## src/rtl/mux_4_rr_arbiter.sv

```systemverilog
// Four-channel round-robin arbiter feeding a one-entry registered output stage.
// Drives the 2-bit select for the downstream 4:1 multiplexer.
module mux_4_rr_arbiter #(
  parameter int unsigned WIDTH = 4
) (
  input  logic             clk,
  input  logic             reset_n,
  input  logic [WIDTH-1:0] d0,
  input  logic [WIDTH-1:0] d1,
  input  logic [WIDTH-1:0] d2,
  input  logic [WIDTH-1:0] d3,
  input  logic [3:0]       valid,
  output logic [3:0]       ready,
  output logic [1:0]       s,
  output logic             grant_vld,
  output logic [WIDTH-1:0] y,
  output logic             y_valid,
  input  logic             y_ready,
  output logic [1:0]       y_src
);

  logic [1:0]       ptr_q;
  logic [WIDTH-1:0] y_q;
  logic             y_valid_q;
  logic [1:0]       y_src_q;

  logic             load;
  logic             found;
  logic [1:0]       gidx;
  logic [1:0]       idx;
  logic [WIDTH-1:0] gdata;

  // Search from the farthest offset down so the one closest to ptr wins.
  always_comb begin
    found = 1'b0;
    gidx  = ptr_q;
    idx   = ptr_q;
    for (int k = 3; k >= 0; k--) begin
      idx = ptr_q + 2'(k);
      if (valid[idx]) begin
        found = 1'b1;
        gidx  = idx;
      end
    end
  end

  always_comb begin
    load      = !y_valid_q || y_ready;
    grant_vld = reset_n && load && found;
    ready     = 4'b0000;
    s         = 2'd0;
    if (grant_vld) begin
      ready[gidx] = 1'b1;
      s           = gidx;
    end else if (reset_n) begin
      s = ptr_q;
    end
  end

  always_comb begin
    unique case (gidx)
      2'd0:    gdata = d0;
      2'd1:    gdata = d1;
      2'd2:    gdata = d2;
      default: gdata = d3;
    endcase
  end

  always_ff @(posedge clk) begin
    if (!reset_n) begin
      ptr_q     <= 2'd0;
      y_q       <= '0;
      y_valid_q <= 1'b0;
      y_src_q   <= 2'd0;
    end else if (load) begin
      if (grant_vld) begin
        y_q       <= gdata;
        y_src_q   <= gidx;
        y_valid_q <= 1'b1;
        ptr_q     <= gidx + 2'd1;
      end else begin
        y_valid_q <= 1'b0;
      end
    end
  end

  assign y       = y_q;
  assign y_valid = y_valid_q;
  assign y_src   = y_src_q;

endmodule

```

## config.mk

```make
export PLATFORM = sky130hd
export DESIGN_NAME = mux_4_rr_arbiter
export DESIGN_NICKNAME = d
export VERILOG_FILES = /design/src/rtl/mux_4_rr_arbiter.sv
export SDC_FILE = /design/constraint.sdc
export NUM_CORES = 1
export LEC_CHECK = 0
export ABC_AREA = 1
export BUFFER_PORTS_ARGS = -buffer_cell sky130_fd_sc_hd__buf_4
export CAP_MARGIN = 15
export CORE_ASPECT_RATIO = 0.75
export CORE_MARGIN = 3
export CORE_UTILIZATION = 41
export CTS_CLUSTER_DIAMETER = 100
export CTS_CLUSTER_SIZE = 28
export DETAILED_ROUTE_END_ITERATION = 10
export GPL_TIMING_DRIVEN = 0
export PLACE_DENSITY = 0.71
export SLEW_MARGIN = 20
export SYNTH_ARGS = -nofsm -noshare
export SYNTH_HDL_FRONTEND = slang
export SYNTH_SLANG_ARGS = --single-unit
```

## constraint.sdc

```tcl
create_clock -name clk -period 1.8 [get_ports clk]
set_input_delay 0.09 -clock clk [delete_from_list [all_inputs] [get_ports clk]]
set_output_delay 0.09 -clock clk [all_outputs]
set_load 0.01 [all_outputs]
```

* Yosys cells after proc, flatten, opt, wreduce, memory -nomap -nowiden
Index checks and enable logic that the tools add are counted.
** Word-level totals
- Register bits after elaboration :: 9
- Bits of input ports :: 23
- Output and inout port bits :: 14
- Logic and storage cells :: 46
** Cells by class
- $add $sub $neg :: 4
- $lt $le $gt $ge :: 6
- Equal/unequal tests :: 2
- Multiplexer cells :: 23
- Reductions and logical operators :: 7
** Operators with widths (count)
- 2-bit by 3-bit < comparator with 1-bit output (second input constant) :: 5
- 2-bit 2-to-1 mux :: 6
- 4-bit case mux with 3 select lines :: 1
- 1-bit 2-to-1 mux :: 10
- 1-bit binary-select mux with 2-bit select :: 4
- 2-bit by 1-bit adder with 2-bit output (second input constant) :: 2
- 2-bit adder (second input constant) :: 2
- 4-bit 2-to-1 mux :: 1
- 1-bit logical AND :: 3
- 1-bit demux with 2-bit select :: 1
- 2-bit by 1-bit equality test with 1-bit output (second input constant) :: 1
- 2-bit equality test (second input constant) :: 1
- 2-bit by 1-bit greater-or-equal comparator with 1-bit output (second input constant) :: 1
- 2-bit zero test :: 1
- 2-bit AND reduction :: 1
- 1-bit zero test :: 1
- 1-bit logical OR :: 1

* Depth between registers and ports, before layout
Gate-level depths: netlist of the first run.
- Depth after elaboration :: 12
- Gate-level depth with buffers :: 15
- Gate-level depth less buffers :: 15

* Worst setup path before layout of the first run
OpenSTA, ideal clock, no wires.
- Path type :: flip-flop to output port
- Start point :: reg ptr_q[0]
- End point :: out ready[0]
- Arrival :: 1.469 ns
- Data required time :: 1.710 ns
- Slack :: 0.241 ns
- Cell stages (with the launch flop) :: 11
- Buffers on the path :: 1
- Path through :: dfxtp_1 -> buf_4 -> nand2_1 -> nand2_2 -> nand2_2 -> nand3b_4 -> nand3b_4 -> nand2_2 -> nor2_8 -> inv_4 -> nor3_1
** Between the ends
- Elaborated cells on any way between the ends :: 26
- Those cells by class :: add/sub: 3; order compare: 2; mux: 19; reduce/logical: 2
** RTL lines
- start, declared :: line 22 : logic [1:0] ptr_q;
- start signal, assigned :: line 80 : ptr_q <= gidx + 2'd1;
- 2-bit adder :: line 39 : idx = ptr_q + 2'(k);
- 1-bit binary-select mux with 2-bit select :: line 40 : if (valid[idx]) begin
- 1-bit 2-to-1 mux (implied by the code) :: line 40
- 1-bit 2-to-1 mux (3 in series) :: line 40
- 1-bit 2-to-1 mux * :: line 40
- 1-bit logical AND * :: line 49 : grant_vld = reset_n && load && found;
- via grant_vld :: line 15 : output logic grant_vld,
- 4-bit 2-to-1 mux * :: line 52 : if (grant_vld) begin
- end, declared :: line 13 : output logic [3:0] ready,
The timed path passes the listed nets; every way through them passes the cells marked *. The select of a mux whose other input is x is not followed.

* Worst setup path after layout of the first run
- Start point :: reg ptr_q[0]
- End point :: out ready[0]
** Between the ends
- Cells in the longest elaborated chain, start to end :: 12
- Elaborated cells on any way between the ends :: 26
- Those cells by class :: add/sub: 3; order compare: 2; mux: 19; reduce/logical: 2
** RTL lines
- 2-bit adder :: line 39
- 1-bit binary-select mux with 2-bit select :: line 40
- 1-bit 2-to-1 mux (implied by the code) :: line 40
- 2-bit 2-to-1 mux (4 in series) :: line 40
- 2-bit by 3-bit < comparator with 1-bit output (implied by the code) / 2-bit by 1-bit greater-or-equal comparator with 1-bit output (equally long branches) :: line 53 : ready[gidx] = 1'b1;
- 1-bit logical AND (implied by the code) :: line 53
- 1-bit 2-to-1 mux (implied by the code) :: line 53
- 1-bit demux with 2-bit select :: line 53
- 4-bit 2-to-1 mux * :: line 52
Every way passes the cells marked *; elsewhere a longest branch is shown, timed or not. The select of a mux whose other input is x is not followed.

==> key figures, run 1 <==
STA
  – Slew margin rel.: 74.1%
  – Setup Viol. Count Final: 10
  – Clk_skew: 4.49 ps
  – RSZ-0062 raised after global routing: yes
  – Hold_ws: 126 ps
  – Max Fclk: 517 MHz
  – Hold Vio Cnt, Final: 0
  – Tcrit/Tclk final: 107%
  – Fin. max-slew vios: 0
  – Fin worst setup slack: -133 ps
  – Worst Max-Slew Pin Slew: 387 ps
  – Minimum clock period: 1930 ps
  – TNS Setup: -719 ps

Clock tree
  – H-tree depth: 1
  – Inserted Clock Buffers: 3
  – CTS max path bufs: 2
  – Skew-Pair Late Insertion Delay: 260 ps
  – Clock transition at path regs: 70 ps
  – CTS tree: built
  – # clock sinks: 9
  – CTS root buffer: clkbuf_4

Power and ir drop
  – Logic pwr share: 79.7%
  – Max rail drop VDD: 1.10 mV
  – Power density over the cells: 1850 nW/um2
  – Cell Int Power: 0.00125 W
  – Clock power share: 6.4%
  – Switching share of total power: 50.4%
  – Sequential Power Share: 14.0%
  – Net switching power figure: 0.00127 W
  – Leak: 0.781 nW

Yosys
  – Post-synthesis sequential area ratio: 22.3%
  – Syn avg cell area: 6.00 um2
  – Yosys reg bits: 9
  – Syn nets: 158
  – Most used standard cell by instance count after synthesis: nand2_1
  – Share of the synthesized area in the top cell type: 22.7%
  – Largest area contributor in the netlist: nand2_1
  – Yosys warns: 0
  – Number of enable flip-flop cells after synthesis: 0
  – Async S/R FF share, synth: 0%
  – Synth area leaders: nand2_1 (23%), dfxtp_1 (22%), nand3_1 (9.9%), inv_1 (8.3%), nand2_2 (5.4%)
  – Synth Instances: 135
  – Prevailing post-synth register cell: dfxtp_1
  – Post-Syn Area: 810 um2
  – Synth unique cells: 19
  – Post-synth top cells: nand2_1 (49), inv_1 (18), nand3_1 (16), dfxtp_1 (9)

Floorplan
  – Starting Density: 44.8%
  – Core ar.: 1810 um2
  – Die height: 44.5 um
  – Total I/O pin count: 37
  – Chip Width: 57.3 um
  – Full die area: 2550 um2
  – Row count: 13

Routing
  – Residual DRC count: 0
  – Via count: 1,048
  – Starting DRC count in detailed routing: 34
  – Total wire length: 2730 um
  – Vias per cell: 5.04
  – DRT antenna net count: 0
  – WL/cell: 13.1 um
  – 1st-pass router iterations: 4

Job
  – Max-cap violations: 0

Worst setup path
  – Crit path max fanout: 6
  – FF-to-FF path depth: 12
  – Kind of critical path: reg -> out
  – Required time of the critical path: 1710 ps
  – Worst EP arrival: 1840 ps
  – Crit start category: register
  – Critical path capture point type: primary output

Finish
  – Antenna diodes: 0
  – Layout fillers: 132
  – # nets final: 210
  – Area growth syn-to-layout: 68.0%
  – Layout cell share with drive strength beyond 1: 51.1%

Outcome
  – Outcome: complete, but fails checks
  – Violated checks: setup timing

GRT
  – Vias in the first global route: 904
  – Total track usage: 19.1%
  – Initial antenna violation count: 0
  – First-pass GRT wire length: 3840 um
  – Largest net degree at the start of global routing: 11
  – GRT overflow: 0

Place
  – Post-DP HPWL: 1800 um
  – PortBufs: 36
  – Routability cong.: 0.876

Hold path
  – Worst Hold Depth: 3
  – Hold WC Path Type: in -> reg
path summary, 6_finish.rpt:
kind / to / slack, ps / startpoint
setup / recovery: ready[0] / -130 / ptr_q[0]
hold / removal: y_valid / 130 / reset_n
setup reg to reg: y[3] / -20 / ptr_q[0]
hold reg to reg: y_src[0] / 450 / y_src[0]
state kept, by name, summed over array words and instances (netlist names):
signal	cells
y	4
y_src	2
y_valid	1
ptr_q	2
cell usage in the layout, fill, tap and decap left out:
| cell | count |
|---|---|
| nor2_8 | 1 |
| buf_6 | 3 |
| nor2_4 | 1 |
| o21ai_1 | 4 |
| nand4_1 | 2 |
| o21ai_2 | 2 |
| nand2_8 | 1 |
| dfxtp_1 | 7 |
| clkbuf_4 | 3 |
| dfxtp_4 | 2 |
| inv_1 | 16 |
| buf_4 | 46 |
| nor3_2 | 1 |
| nor2_1 | 5 |
| nand3_1 | 14 |
| clkbuf_1 | 1 |
| o21bai_1 | 3 |
| inv_4 | 4 |
| nor2_2 | 1 |
| nand3b_4 | 2 |
| o21ai_0 | 2 |
| inv_2 | 3 |
| o21ai_4 | 1 |
| nand2_4 | 8 |
| nand2_1 | 37 |
| nand2_2 | 11 |
| nand3_2 | 5 |
metal layers:
metal / track usage, % / wire (um) / up-vias
li1: - / - / 527
met1: 24.0 / 1230 / 484
met2: 31.4 / 1300 / 35
met3: 7.58 / 189 / 2
met4: 3.70 / 8 / 0
met5: 0 / 0 / -
power by group through the flow:
stage               Sequential [W]  Combinational (W)  Clock [W]
finish                    0.000351            0.00200   0.000161
global placement          0.000324            0.00140          0
CTS                       0.000329            0.00148   0.000160
floorplan                 0.000345           0.000992          0
detailed placement        0.000326            0.00143          0
global route              0.000358            0.00218   0.000170
area by class of cell:
type	count	area, um2	area share (%)
Buffer	2	22.5	1.66
Clock buffer	4	26.3	1.93
Inverter	23	96.3	7.08
Multi-Input combinational cell	101	643	47.3
Sequential cell	9	188	13.8
Tap cell	22	27.5	2.02
Timing Repair Buffer	47	357	26.2
kinds of logic after synthesis:
kind of cell,Yosys count,share of synthesized area (%)
DFF,9,22.3
buffers and inverters,25,13.1
and+or+nand+nor,89,56.3
AOI/OAI and AO/OA,12,8.35
what timing repair did:
item	in CTS	in global routing
setup buffers	1	9
endpoints found under the setup margin	6	11
gates resized for setup	8	34
pin swaps	2	10
hold buffers	0	0
cloned	0	1
per-stage QoR:
stage	utilization [%]	setup slack (ps)	total power, W	instance area [um2]	instances
finish	75.3	-133	0.00252	1360	208
global route	75.3	-216	0.00271	1360	208
CTS	64.5	-121	0.00197	1160	198
detailed placement	61.3	50.7	0.00175	1110	193
global placement	61.3	79.7	0.00172	1110	193
floorplan	-	241	0.00134	810	135
critical path, cell delays in order (launching register included):
cell	delay, ps
dfxtp_4	360
buf_4	150
o21ai_4	160
nand2_1	120
nand2_1	90
inv_1	50
nand2_1	50
nand2_1	70
nand2_4	110
inv_2	80
nor3_2	180
buf_4	140
No activity file was read; power rests on OpenSTA's default activity.
==> run 2, diff against run 1 <==
--- a/config.mk
+++ b/config.mk
@@ -8,7 +8,6 @@
 export ABC_AREA = 1
 export BUFFER_PORTS_ARGS = -buffer_cell sky130_fd_sc_hd__buf_4
 export CAP_MARGIN = 15
-export CORE_ASPECT_RATIO = 0.75
 export CORE_MARGIN = 3
 export CORE_UTILIZATION = 41
 export CTS_CLUSTER_DIAMETER = 100
==> key figures, run 2 (synthesized netlist as in run 1, its figures left out) <==
Outcome
  – Outcome: complete, but fails checks
  – Violated checks: setup timing

STA
  – RSZ-0062 raised after global routing: yes
  – Worst Max-Slew Pin Slew: 375 ps (-12.2 ps)
  – Max Fclk: 537 MHz (+3.8%)
  – Clk_skew: 6.46 ps (+1.97 ps)
  – TNS Setup: -325 ps (+395 ps)
  – Fin. max-slew vios: 0 (unchanged)
  – Slew margin rel.: 74.9% (+0.82 points)
  – Setup Viol. Count Final: 8 (-2)
  – Fin worst setup slack: -62.0 ps (+70.8 ps)
  – Hold Vio Cnt, Final: 0 (unchanged)
  – Tcrit/Tclk final: 103% (-3.9 points)
  – Minimum clock period: 1860 ps (-70.8 ps)

Clock tree
  – H-tree depth: 1 (unchanged)
  – CTS root buffer: clkbuf_4
  – Cts hold-fix bufs: 0 (unchanged)
  – CTS max path bufs: 2 (unchanged)
  – Skew-Pair Late Insertion Delay: 270 ps (about the same)
  – Inserted Clock Buffers: 3 (unchanged)
  – CTS tree: built
  – Clock transition at path regs: 70 ps (about the same)
  – # clock sinks: 9 (unchanged)

GRT
  – GRT overflow: 0 (unchanged)
  – Largest net degree at the start of global routing: 11 (unchanged)
  – Vias in the first global route: 888 (-1.8%)
  – Total track usage: 19.5% (+0.40 points)
  – Initial antenna violation count: 0 (unchanged)
  – First-pass GRT wire length: 3840 um (-0.18%)

Finish
  – Most frequent cells in the layout: buf_4 (47), nand2_1 (41), inv_1 (16), nand3_1 (15)
  – # nets final: 211 (+0.48%)
  – Antenna diodes: 0 (unchanged)
  – Register area: 185 um2 (-1.3%)
  – Final Instance Area: 1330 um2 (-2.2%)
  – Layout cell share with drive strength beyond 1: 48.1% (-2.9 points)
  – Commonest non-fill, non-tap cell in the layout: buf_4
  – Layout fillers: 156 (+18%)
  – Largest register FFs: 4 (unchanged)
  – Multi-input logic area: 604 um2 (-6.0%)
  – Area growth syn-to-layout: 64.3%

Power and ir drop
  – Max rail drop VDD: 1.05 mV (-4.8%)
  – Power density over the cells: 1790 nW/um2 (-3.4%)
  – Leak: 0.777 nW (-0.46%)

Routing
  – 1st-pass router iterations: 5 (+1)
  – Via count: 1,029 (-1.8%)
  – Starting DRC count in detailed routing: 27 (-21%)
  – Residual DRC count: 0 (unchanged)
  – DRT antenna net count: 0 (unchanged)
  – Vias per cell: 4.85 (-3.7%)
  – WL/cell: 11.4 um (-13%)
  – Total wire length: 2420 um (-11%)

Floorplan
  – Total I/O pin count: 37 (unchanged)
  – Die height: 50.4 um (+13%)
  – Chip Width: 50.4 um (-12%)
  – Starting Density: 44.9% (+0.093 points)
  – Row count: 15 (+2)
  – Core ar.: 1800 um2 (-0.21%)
  – Full die area: 2540 um2 (-0.21%)

Worst setup path
  – Top delay family on crit path: simple AND/OR/NAND/NOR gates
  – Required time of the critical path: 1710 ps (about the same)
  – Crit-path cells: buf_6 > nand2_1 > nand2_2 > nand2_4 > nand3b_4 > nand3b_4 > nand2_4 > nor2_8 > inv_4 > nand2_4 > o21ai_2 > buf_4
  – Crit path max fanout: 8 (+2)
  – Worst EP arrival: 1770 ps (-70 ps)
  – Critical path capture point type: primary output
  – Crit-path slowest cell: dfxtp_2
  – Most repeated library cell on the critical path: nand2_4
  – Kind of critical path: reg -> out
  – Crit start category: register
  – Crit path buf inv count: 3 (-1)
  – Max stage delay on crit path: 340 ps (-20 ps)

Place
  – Routability cong.: 0.812 (-7.3%)
  – Placed cell areas: 1110 um2 (+0.34%)
  – Post-DP HPWL: 1700 um (-5.5%)
  – PortBufs: 36 (unchanged)

Job
  – Max-cap violations: 0 (unchanged)

Hold path
  – Hold WC Path Type: in -> reg
run 2: area by class of cell:
type | count | area share, %
Multi-Input combinational cell | 101 | 45.4
Timing Repair Buffer | 48 | 27.7
Sequential cell | 9 | 13.9
Inverter | 23 | 7.24
Tap cell | 25 | 2.35
Clock buffer | 4 | 1.98
Buffer | 2 | 1.41
run 2: timing repair:
action | in CTS | in global routing
setup buffers | 3 | 9
setup endpoints to repair | 7 | 14
pin swaps | 9 | 8
resized for setup | 18 | 14
run 2: stage by stage:
step | hold WS, ps | setup WS, ps | total power [W] | cells | utilization (%)
3_5_place_dp | 363 | 70.8 | 0.00173 | 196 | 61.7
4_1_cts | 95.5 | -93.2 | 0.00203 | 203 | 67.4
6_report | 101 | -62.0 | 0.00238 | 212 | 73.8
2_1_floorplan | 214 | 241 | 0.00134 | 135 | -
5_1_grt | 111 | -175 | 0.00258 | 212 | 73.8
3_3_place_gp | 361 | 103 | 0.00170 | 196 | 61.7
run 2: path summary, 6_finish.rpt:
kind	startpoint	end	slack (ps)	cells after the start
setup / recovery	ptr_q[0]	s[1]	-60	12
hold / removal	reset_n	y_valid	100	3
setup reg to reg	ptr_q[0]	y[1]	0	15
hold reg to reg	y_src[1]	y_src[1]	450	2
run 2: tightest hold or removal path: stages:
cell and delay [ps]:
buf_4 120, o21ai_0 80, inv_1 50
run 2: power breakdown:
group | leakage (nW) | switching [W] | internal (W)
Combinational | 0.687 | 0.00104 | 0.000830
Clock | 0.0150 | 0.0000786 | 0.0000857
Sequential | 0.0756 | 0.0000584 | 0.000283
run 2: per-layer routing:
metal | wire, um | up-vias | share of wire, % | track usage (%)
li1 | - | 533 | - | -
met1 | 1050 | 456 | 43 | 24.8
met2 | 1200 | 38 | 49 | 31.5
met3 | 162 | 2 | 6.7 | 6.23
met4 | 15 | 0 | 0.62 | 5.38
met5 | 0 | - | 0 | 0
==> run 3, diff against run 2 <==
--- a/config.mk
+++ b/config.mk
@@ -9,13 +9,14 @@
 export BUFFER_PORTS_ARGS = -buffer_cell sky130_fd_sc_hd__buf_4
 export CAP_MARGIN = 15
 export CORE_MARGIN = 3
-export CORE_UTILIZATION = 41
+export CORE_UTILIZATION = 46
 export CTS_CLUSTER_DIAMETER = 100
 export CTS_CLUSTER_SIZE = 28
 export DETAILED_ROUTE_END_ITERATION = 10
 export GPL_TIMING_DRIVEN = 0
-export PLACE_DENSITY = 0.71
+export PLACE_DENSITY = 0.79
 export SLEW_MARGIN = 20
 export SYNTH_ARGS = -nofsm -noshare
 export SYNTH_HDL_FRONTEND = slang
 export SYNTH_SLANG_ARGS = --single-unit
+export TNS_END_PERCENT = 20
==> key figures, run 3 (synthesized netlist as in run 1, its figures left out) <==
Finish
  – Antenna diodes: 0 (unchanged)
  – Area growth syn-to-layout: 68.0%
  – Commonest non-fill, non-tap cell in the layout: buf_4
  – Layout cell share with drive strength beyond 1: 50.3% (+2.1 points)
  – Largest register FFs: 4 (unchanged)
  – Final Instance Area: 1360 um2 (+2.3%)
  – Most frequent cells in the layout: buf_4 (46), nand2_1 (41), inv_1 (16), nand3_1 (13)
  – Fin util: 86.3% (+12 points)
  – Layout fillers: 82 (-47%)
  – # nets final: 213 (+0.95%)

Floorplan
  – Total I/O pin count: 37 (unchanged)
  – Row count: 14 (-1)
  – Chip Width: 48.0 um (-4.9%)
  – Core ar.: 1580 um2 (-13%)
  – Full die area: 2300 um2 (-9.6%)
  – Starting Density: 51.3% (+6.4 points)
  – Die height: 48.0 um (-4.9%)

Routing
  – Starting DRC count in detailed routing: 31 (+15%)
  – Met2 wire length: 1380 um (+15%)
  – 1st-pass router iterations: 4 (-1)
  – WL/cell: 13.5 um (+18%)
  – Total wire length: 2760 um (+14%)
  – Residual DRC count: 0 (unchanged)
  – Met3 wire len: 223 um (+38%)
  – DR top layer: met4
  – DRT antenna net count: 0 (unchanged)
  – Metal-1 WL: 1090 um (+3.8%)
  – Via count: 1,083 (+5.2%)
  – Vias per cell: 5.28 (+8.8%)

Place
  – Routability cong.: 0.822 (+1.2%)
  – Placed cell areas: 1100 um2 (-1.0%)
  – Post-DP HPWL: 1790 um (+5.5%)
  – PortBufs: 36 (unchanged)
  – Pre-CTS worst setup slack: 37.7 ps (-33.0 ps)

Worst setup path
  – Crit path max fanout: 6 (-2)
  – Kind of critical path: reg -> out
  – Required time of the critical path: 1710 ps (about the same)
  – CP Launch Point: ptr_q[0]
  – Critical path capture point type: primary output
  – Crit start category: register
  – Worst EP arrival: 1900 ps (+130 ps)
  – RR Startpoint: ptr_q[0]

STA
  – Fin worst setup slack: -190 ps (-128 ps)
  – Fin. max-slew vios: 0 (unchanged)
  – TNS Setup: -1470 ps (-1150 ps)
  – Slew margin rel.: 75.4% (+0.50 points)
  – Clk_skew: 1.45 ps (-5.01 ps)
  – Worst Max-Slew Pin Slew: 367 ps (-7.46 ps)
  – Hold Vio Cnt, Final: 0 (unchanged)
  – Setup Viol. Count Final: 12 (+4)
  – RSZ-0062 raised after global routing: yes
  – Tcrit/Tclk final: 111% (+7.1 points)
  – Max Fclk: 503 MHz (-6.4%)
  – Minimum clock period: 1990 ps (+128 ps)

GRT
  – Total track usage: 25.7% (+6.2 points)
  – Initial antenna violation count: 0 (unchanged)
  – Largest net degree at the start of global routing: 11 (unchanged)
  – GRT overflow: 0 (unchanged)
  – Vias in the first global route: 901 (+1.5%)
  – First-pass GRT wire length: 4080 um (+6.3%)

Hold path
  – Hold WC Path Type: in -> reg
  – Hold Path Origin: reset_n

Power and ir drop
  – Max rail drop VDD: 1.18 mV (+13%)
  – Power density over the cells: 1830 nW/um2 (+2.6%)
  – Leak: 0.801 nW (+3.0%)

Clock tree
  – Clock transition at path regs: 70 ps (about the same)
  – # clock sinks: 9 (unchanged)
  – CTS tree: built
  – CTS root buffer: clkbuf_4
  – Inserted Clock Buffers: 3 (unchanged)
  – Cts hold-fix bufs: 0 (unchanged)
  – Skew-Pair Late Insertion Delay: 280 ps (about the same)
  – CTS max path bufs: 2 (unchanged)
  – H-tree depth: 1 (unchanged)

Job
  – Max-cap violations: 0 (unchanged)

Outcome
  – Violated checks: setup timing
  – Outcome: complete, but fails checks
==> run 3: cell count changes in the layout (fill, tap and decap cells not counted) <==
cell	previous run	this run
buf_6	3	6
nand3_1	15	13
nand3_2	4	6
nor2_2	0	2
buf_4	47	46
nor2_1	6	5
nor2_4	1	0
o21ai_0	1	2
o21ai_1	5	4
o21ai_2	3	2
o21ai_4	0	1
==> run 3: worst paths after layout <==
check	end	slack [ps]	depth (start not counted)
min reg2reg	y_src[1]	450	2
min	y_valid	90	3
max	s[0]	-190	12
max reg2reg	y[1]	-70	14
==> run 3: power by group <==
| part | internal (W) | switching [W] |
|---|---|---|
| combinational | 0.000889 | 0.00109 |
| clock | 0.0000861 | 0.0000873 |
| sequential | 0.000283 | 0.0000560 |
==> run 3: layer usage <==
metal	global-route usage, %	vias up
met5	0	-
met2	43.3	49
met3	6.77	11
li1	-	528
met1	31.6	495
met4	8.06	0
==> run 3: worst max-delay path: stages, from the launching register on <==
cell      delay, ps
dfxtp_4         360
buf_6           130
buf_6           120
nand2_4          70
o21ai_4          60
nand3b_4        170
nand3b_4        170
nand2_4          90
nor2_8           50
inv_4            80
nand2_4          50
o21ai_2         150
buf_6           120
==> run 3: metrics by stage <==
stage | instances | power (W) | hold WS (ps)
floorplan | 135 | 0.00134 | 214
global placement | 187 | 0.00169 | 360
detailed placement | 187 | 0.00174 | 362
CTS | 201 | 0.00225 | 94.9
global route | 205 | 0.00269 | 115
finish | 205 | 0.00249 | 90.9
==> run 3: what timing repair did <==
action	CTS	global route
setup endpoints to repair	7	15
pin swaps	8	8
setup buffers	10	4
gates resized for setup	29	10
==> run 3: area by class of cell <==
cell class / count / area (um2) / share of cell area [%]
inverter: 23 / 96.3 / 7.08
timing repair buffer: 50 / 390 / 28.7
sequential: 9 / 185 / 13.6
clock buffer: 4 / 26.3 / 1.93
tap: 16 / 20.0 / 1.47
multi-input combinational: 101 / 619 / 45.5
buffer: 2 / 22.5 / 1.66
